==> config.mk <==
export PLATFORM = sky130hd
export DESIGN_NAME = sprite_mem_loader
export DESIGN_NICKNAME = d
export VERILOG_FILES = /design/src/rtl/sprite_mem_loader.sv
export SDC_FILE = /design/constraint.sdc
export NUM_CORES = 1
export LEC_CHECK = 0
export ABC_AREA = 1
export CORE_MARGIN = 4
export CORE_UTILIZATION = 55
export DETAILED_ROUTE_END_ITERATION = 8
export PLACE_DENSITY = 0.95
export SYNTH_ARGS = -nofsm -noshare
export SYNTH_HDL_FRONTEND = slang
export SYNTH_SLANG_ARGS = --single-unit
==> constraint.sdc <==
create_clock -name pixel_clk_in -period 2.7 [get_ports pixel_clk_in]
set_input_delay 0.27 -clock pixel_clk_in [delete_from_list [all_inputs] [get_ports pixel_clk_in]]
set_output_delay 0.27 -clock pixel_clk_in [all_outputs]
set_load 0.1 [all_outputs]
==> src/rtl/sprite_mem_loader.sv <==
// Sprite RAM loader: turns a command/payload byte stream into
// palette and image RAM write strobes for one sprite.
module sprite_mem_loader #(
  parameter int WIDTH         = 100,
  parameter int HEIGHT        = 100,
  parameter int PALETTE_DEPTH = 100,
  localparam int NPIX = WIDTH * HEIGHT,
  localparam int IAW  = (NPIX > 1) ? $clog2(NPIX) : 1,
  localparam int PAW  = (PALETTE_DEPTH > 1) ? $clog2(PALETTE_DEPTH) : 1
) (
  input  logic           pixel_clk_in,
  input  logic           rst_in,
  input  logic [7:0]     data_in,
  input  logic           valid_in,
  output logic           ready_out,
  input  logic           abort_in,
  output logic [IAW-1:0] img_addr_out,
  output logic [7:0]     img_data_out,
  output logic           img_we_out,
  output logic [PAW-1:0] pal_addr_out,
  output logic [11:0]    pal_data_out,
  output logic           pal_we_out,
  output logic           busy_out,
  output logic           done_out,
  output logic           err_out
);

  localparam logic [7:0] CMD_PAL = 8'hA5;
  localparam logic [7:0] CMD_IMG = 8'h5A;
  localparam logic [IAW-1:0] LAST_PIX = IAW'(NPIX - 1);
  localparam logic [PAW-1:0] LAST_ENT = PAW'(PALETTE_DEPTH - 1);

  typedef enum logic [2:0] {
    IDLE,
    PAL_HI,
    PAL_LO,
    IMG,
    DONE
  } state_t;

  state_t state;
  state_t state_n;

  logic           accept;
  logic           in_range;
  logic [3:0]     pal_hi;
  logic [PAW-1:0] ent_cnt;
  logic [IAW-1:0] pix_cnt;

  // Indices past the end of the palette are replaced by entry 0.
  assign in_range = int'(data_in) < PALETTE_DEPTH;

  // State register; reset wins over everything else.
  always_ff @(posedge pixel_clk_in) begin
    if (rst_in) state <= IDLE;
    else        state <= state_n;
  end

  // Next-state and status outputs; abort overrides any transition.
  always_comb begin
    state_n   = state;
    ready_out = 1'b0;
    busy_out  = 1'b0;
    done_out  = 1'b0;
    accept    = 1'b0;
    unique case (state)
      IDLE: begin
        ready_out = !rst_in;
        accept    = valid_in && ready_out;
        if (accept) begin
          unique case (1'b1)
            (data_in == CMD_PAL): state_n = PAL_HI;
            (data_in == CMD_IMG): state_n = IMG;
            default:              state_n = IDLE;
          endcase
        end
      end
      PAL_HI: begin
        ready_out = !rst_in;
        busy_out  = 1'b1;
        accept    = valid_in && ready_out;
        if (accept) state_n = PAL_LO;
      end
      PAL_LO: begin
        ready_out = !rst_in;
        busy_out  = 1'b1;
        accept    = valid_in && ready_out;
        if (accept) begin
          state_n = (ent_cnt == LAST_ENT) ? IMG : PAL_HI;
        end
      end
      IMG: begin
        ready_out = !rst_in;
        busy_out  = 1'b1;
        accept    = valid_in && ready_out;
        if (accept && pix_cnt == LAST_PIX) state_n = DONE;
      end
      DONE: begin
        busy_out = 1'b1;
        done_out = 1'b1;
        state_n  = IDLE;
      end
      default: state_n = IDLE;
    endcase
    if (abort_in) state_n = IDLE;
  end

  // Datapath: counters, palette assembly and 1-cycle write strobes.
  always_ff @(posedge pixel_clk_in) begin
    if (rst_in) begin
      img_we_out   <= 1'b0;
      img_addr_out <= '0;
      img_data_out <= '0;
      pal_we_out   <= 1'b0;
      pal_addr_out <= '0;
      pal_data_out <= '0;
      err_out      <= 1'b0;
      pal_hi       <= '0;
      ent_cnt      <= '0;
      pix_cnt      <= '0;
    end else begin
      img_we_out <= 1'b0;
      pal_we_out <= 1'b0;
      err_out    <= 1'b0;
      if (abort_in) begin
        ent_cnt <= '0;
        pix_cnt <= '0;
      end else if (accept) begin
        unique case (state)
          IDLE: begin
            err_out <= (data_in != CMD_PAL) &&
                       (data_in != CMD_IMG);
            ent_cnt <= '0;
            pix_cnt <= '0;
          end
          PAL_HI: pal_hi <= data_in[3:0];
          PAL_LO: begin
            pal_we_out   <= 1'b1;
            pal_addr_out <= ent_cnt;
            pal_data_out <= {pal_hi, data_in};
            ent_cnt      <= (ent_cnt == LAST_ENT) ? '0
                            : ent_cnt + 1'b1;
          end
          IMG: begin
            img_we_out   <= 1'b1;
            img_addr_out <= pix_cnt;
            img_data_out <= in_range ? data_in : 8'd0;
            err_out      <= !in_range;
            pix_cnt      <= (pix_cnt == LAST_PIX) ? '0
                            : pix_cnt + 1'b1;
          end
          default: ;
        endcase
      end
    end
  end

endmodule

Word-level counts from Yosys, hierarchy flattened
Index checks and enable logic that the tools add are counted.
Widths: inputs -> output; s select.
{ "word_totals": {"register_bits": 72, "in_bits": 12, "word_cells": 67} }
{ "classes": {"n_addsub": 2, "magnitude_cmp": 1, "eq_ne": 14, "muxes": 19, "n_bitwise": 2, "reduce_logical": 18} }
{ "ops": {"columns": ["operator", "count"], "rows": [
  ["$pmux 14 s2", 1],
  ["$add 14x1->14 const B", 1],
  ["$eq 14x14->1 const B", 1],
  ["$mux 14", 1],
  ["$pmux 7 s2", 1],
  ["$mux 3", 4],
  ["$pmux 3 s4", 1],
  ["$reduce_and 3->1", 3],
  ["$eq 8x7->1 const B", 1],
  ["$eq 8x8->1 const B", 1],
  ["$lt 8x7->1 const B", 1],
  ["$mux 8", 1],
  ["$ne 2x2->1 const B", 4],
  ["$ne 8x7->1 const B", 1],
  ["$ne 8x8->1 const B", 1],
  ["$reduce_or 4->1", 2],
  ["$add 7x1->7 const B", 1],
  ["$eq 7x7->1 const B", 1],
  ["$mux 7", 1],
  ["$eq 3x2->1 const B", 2],
  ["$mux 1", 6],
  ["$pmux 2 s2", 1],
  ["$reduce_and 2->1", 2],
  ["$reduce_and 4->1", 1],
  ["other kinds (11)", 16]
]} }

Depth between registers and ports, before layout
{ "depth": {"ltp_word": 5, "depth_mapped": 10} }

Worst setup path before layout
Ideal clock, no wire load.
{ "synth_timing": {"kind": "reg2out", "startpoint": "reg state[2]", "endpoint": "out busy_out", "arrival_ns": 1.953, "required_ns": 2.430, "setup_slack_ns": 0.477, "path_stages_with_launch": 3, "path_buffers": 0, "cell_sequence": "dfxtp_1 > inv_2 > xor2_1"} }
{ "synth_via": {"elab_chain_len": 3} }
{ "synth_rtl": {"columns": ["element", "line", "source"], "rows": [
  ["start, declared", "41", "state_t state;"],
  ["start signal, assigned", "56", "else state <= state_n;"],
  ["$eq 3x2->1 (tied with other cells)", "66", "unique case (state)"],
  ["$reduce_or 4->1 (no source line) (*)", null, null],
  ["$mux 1 (*)", "66", null],
  ["end, declared", "23", "output logic busy_out,"]
]} }
Every way passes the cells marked *; elsewhere a longest branch is shown, timed or not.

Final worst setup path
{ "layout_timing": {"startpoint": "in rst_in", "endpoint": "reg img_addr_out[7]"} }
{ "layout_via": {"elab_chain_len": 4} }
{ "layout_rtl": {"columns": ["element", "line", "source"], "rows": [
  ["start, declared", "12", "input logic rst_in,"],
  ["$logic_not 1->1", null, null],
  ["$logic_and 1x1->1", null, null],
  ["$mux 1", null, null],
  ["$reduce_and 3->1 (no source line)", null, null],
  ["end signal, assigned", "146", "img_addr_out <= pix_cnt;"],
  ["end, declared", "17", "output logic [IAW-1:0] img_addr_out,"]
]} }
Parallel ways exist; a longest one is shown, timed or not.
A chain may end at the register's enable or synchronous reset.

==> run_results.csv <==
group,metric,value,unit
synthesis,synth_xor_xnor_area_share,2.031,%
global_route,grt_start_max_net_pins,39,
synthesis,synth.area.mux_share,0,%
final_layout,mostFrequentLayoutCells,"76 x nor2_1, 72 x nand2_1, 72 x dfxtp_1",
synthesis,synth_area_leader_cell,"dfxtp_1",
synthesis,async_reset_ff_share,0,%
clock_network,cts-buffers-inserted,9,
route,drc,0,
clock_network,cts.path.max_buffers,2,
flow_run,drv_cap,0,
final_layout,layout-drive-gt1-share,17.75,%
route,wirelength,7648,um
floorplanning,fp.dieArea,6739,um2
final_layout,nets,488,
pwr,power_frac_comb,4.6,%
synthesis,synth_compound_area_share,14.59,%
synthesis,synthCells,416,
pwr,p_leak,0.001571,uW
synthesis,ys_warn_count,0,
synthesis,ys_seq_elements,72,
synthesis,synth-simple-area-share,27.48,%
synthesis,synth_nets,430,
sta,post-route-period-util,70.79,%
final_layout,final_common_cell,"nor2_1",
synthesis,post_synth_instance_area,3019,um2
sta,grt_setup_unrepaired,"no",
place,port_buffers,58,
critical_path,path_max_fanout,28,
place,gp_congestion,0.8732,
sta,setup_violations,0,
final_layout,fin_cells,549,
floorplanning,coreArea,5205,um2
global_route,grt_pass1_vias,2802,
worst_hold_path,hp-class,"reg -> reg",
pwr,power,2233,uW
sta,tightest_slew,0.5758,ns
sta,relSlewSlack,61.47,%
sta,fin_worst_skew,0.007482,ns
pwr,switchingPower,476.1,uW
clock_network,postCtsHoldBufs,0,
pwr,seqPwrFrac,47.8,%
synthesis,synth_top_family_by_area,"simple AND/OR/NAND/NOR gates",
global_route,grt_overflow,0,
clock_network,ctsRootBufferMaster,"clkbuf_8",
route,via_per_inst,5.413,
sta,fin_setup_tns,0,ns
clock_network,cts_resized,0,
critical_path,start_kind,"input pin",
sta,fmax,523.2,MHz
global_route,antenna_found_initial,0,
critical_path,r2r_cells,7,
critical_path,end_kind,"flop",
critical_path,critPathRequiredTime,2.97,ns
place,dp.final_hpwl,5185,um
floorplanning,pin_count,59,
global_route,grt.total_usage,24.30,%
floorplanning,initial_utilization,58.00,%
synthesis,synth_top_area_share,47.74,%
status,run_status,"completed",
route,drt_pass1_iterations,5,
route,vias,2972,
floorplanning,die_h,82.09,um
pwr,swShare,21.32,%
synthesis,ys.flop_type,"dfxtp_1",
synthesis,synth-adder-area-share,0.8288,%
clock_network,cts_setup_buffers,0,
clock_network,clock_latency,0.35,ns
synthesis,seq_area_frac_synth,47.74,%
clock_network,htree_num_levels,3,
clock_network,cts_tree,"yes",
critical_path,rrSetupSlack,0.99,ns
synthesis,avgSynthCellArea,7.258,um2
sta,slew_viol_final,0,
final_layout,antenna_cells,0,
synthesis,yosysUniqueCellTypes,25,
place,place_inst,533,
route,drt_iter0_drc,258,
critical_path,r2r-end,"img_addr_out[7]$_SDFFE_PP0P_",
critical_path,crit_start,"rst_in",
final_layout,syn_to_final_growth,24.66,%
pwr,intPower,1757,uW
sta,fin_crit,1.911,ns
critical_path,crit_path_end,"img_addr_out[7]$_SDFFE_PP0P_",
route,ant_nets,0,
route,wl_per_cell,13.93,um
clock_network,clkTransAtPathRegs,0.07,ns
sta,hold_ws,0.4517,ns
critical_path,timing.rr.start,"state[2]$_SDFFE_PP0P_",
pwr,power_frac_clock,47.6,%
clock_network,clock_sinks,72,
floorplanning,die_w,82.09,um
pwr,ir_drop,0.5342,mV
pwr,powerDensity,593.3,nW/um2
critical_path,criticalPathCategory,"in -> reg",
synthesis,synth_area_leaders,"dfxtp_1 48%, nor2_1 9.4%, nand2_1 9.0%, a21oi_1 6.3%, o21ai_0 6.1%",
synthesis,synth_edf_count,0,
global_route,grt_pass1_wl,12500,um
sta,hold_violations,0,
floorplanning,fp-row-count,26,
critical_path,crit_arrival,2.18,ns
-- how the worst min path moves through the flow --
| stage | to | cells after the start | slack [ns] | from |
|---|---|---|---|---|
| 2_1_floorplan | pal_hi[1]$_SDFFE_PP0P_ | 2 | 0.40 | data_in[1] |
| 3_3_place_gp | img_data_out[7]$_SDFFE_PP0P_ | 2 | 0.44 | img_data_out[7]$_SDFFE_PP0P_ |
| 3_5_place_dp | img_data_out[7]$_SDFFE_PP0P_ | 2 | 0.45 | img_data_out[7]$_SDFFE_PP0P_ |
| 4_1_cts | img_data_out[7]$_SDFFE_PP0P_ | 2 | 0.46 | img_data_out[7]$_SDFFE_PP0P_ |
| 5_1_grt | img_data_out[7]$_SDFFE_PP0P_ | 2 | 0.46 | img_data_out[7]$_SDFFE_PP0P_ |
| 6_report | img_data_out[7]$_SDFFE_PP0P_ | 2 | 0.45 | img_data_out[7]$_SDFFE_PP0P_ |
-- sequential cells by signal, indices dropped and copies added (netlist names) --
register	flops
pal_data_out	12
pix_cnt	14
img_addr_out	14
img_we_out	1
err_out	1
ent_cnt	7
img_data_out	8
pal_hi	4
pal_addr_out	7
pal_we_out	1
state	3
-- layout make-up --
cell class	count	area (um2)
sequential	72	1441
inverter	39	146.4
timing repair buffer	60	478.0
multi-input combinational	292	1356
clock inverter	5	102.6
fill	395	1441
tap	70	87.58
clock buffer	11	151.4
-- Yosys cell counts (5+ instances only) --
cell	count
nand2_2	5
nand2_1	72
nor2_1	76
xor2_1	7
dfxtp_1	72
o21ai_1	10
inv_2	8
inv_1	31
nand3_1	21
o21ai_0	37
a21oi_1	38
nor3_1	12
-- per-layer routing --
| layer | share of wire (%) | wire length, um | global-route usage, % | up-vias |
|---|---|---|---|---|
| met3 | 8.5 | 648 | 6.941 | 17 |
| li1 | - | - | - | 1462 |
| met2 | 47 | 3586 | 39.26 | 127 |
| met5 | 0 | 0 | 0 | - |
| met4 | 1.8 | 135 | 10.96 | 0 |
| met1 | 43 | 3277 | 30.04 | 1366 |
-- through the flow --
stage | setup slack [ns] | area (um2) | utilization, %
CTS | 0.8191 | 3764 | 72.31
global route | 0.6396 | 3764 | 72.31
finish | 0.7887 | 3764 | 72.31
detailed placement | 0.4653 | 3510 | 67.43
floorplan | 0.4768 | 3019 | -
global placement | 0.6363 | 3510 | 67.43
-- worst max-delay path, cell delays in order --
cell and delay [ns]:
clkdlybuf4s50_1 0.62, nor2_2 0.24, nand2_1 0.09, nor2_2 0.14
nand2_2 0.18, inv_2 0.36, o21ai_0 0.14, a21oi_1 0.15
-- power by group through the flow --
stage                     combinational (uW)  clock [uW]  sequential, uW
after floorplan                         57.1           0            1100
after global placement                  98.8           0            1090
after detailed placement                 100           0            1090
after CTS                                102        1070            1070
after global routing                     111        1120            1070
final                                    103        1060            1070
-- kinds of logic (layout without fill, tap and decap cells) --
logic type | count (synthesis) | count (layout)
and+or+nand+nor | 196 | 196
AOI/OAI and AO/OA | 87 | 87
DFF | 72 | 72
buffers and inverters | 52 | 115
xor gates and xnor gates | 7 | 7
adders and majority gates | 2 | 2
Note: power is estimated with default switching activity, not from simulation.
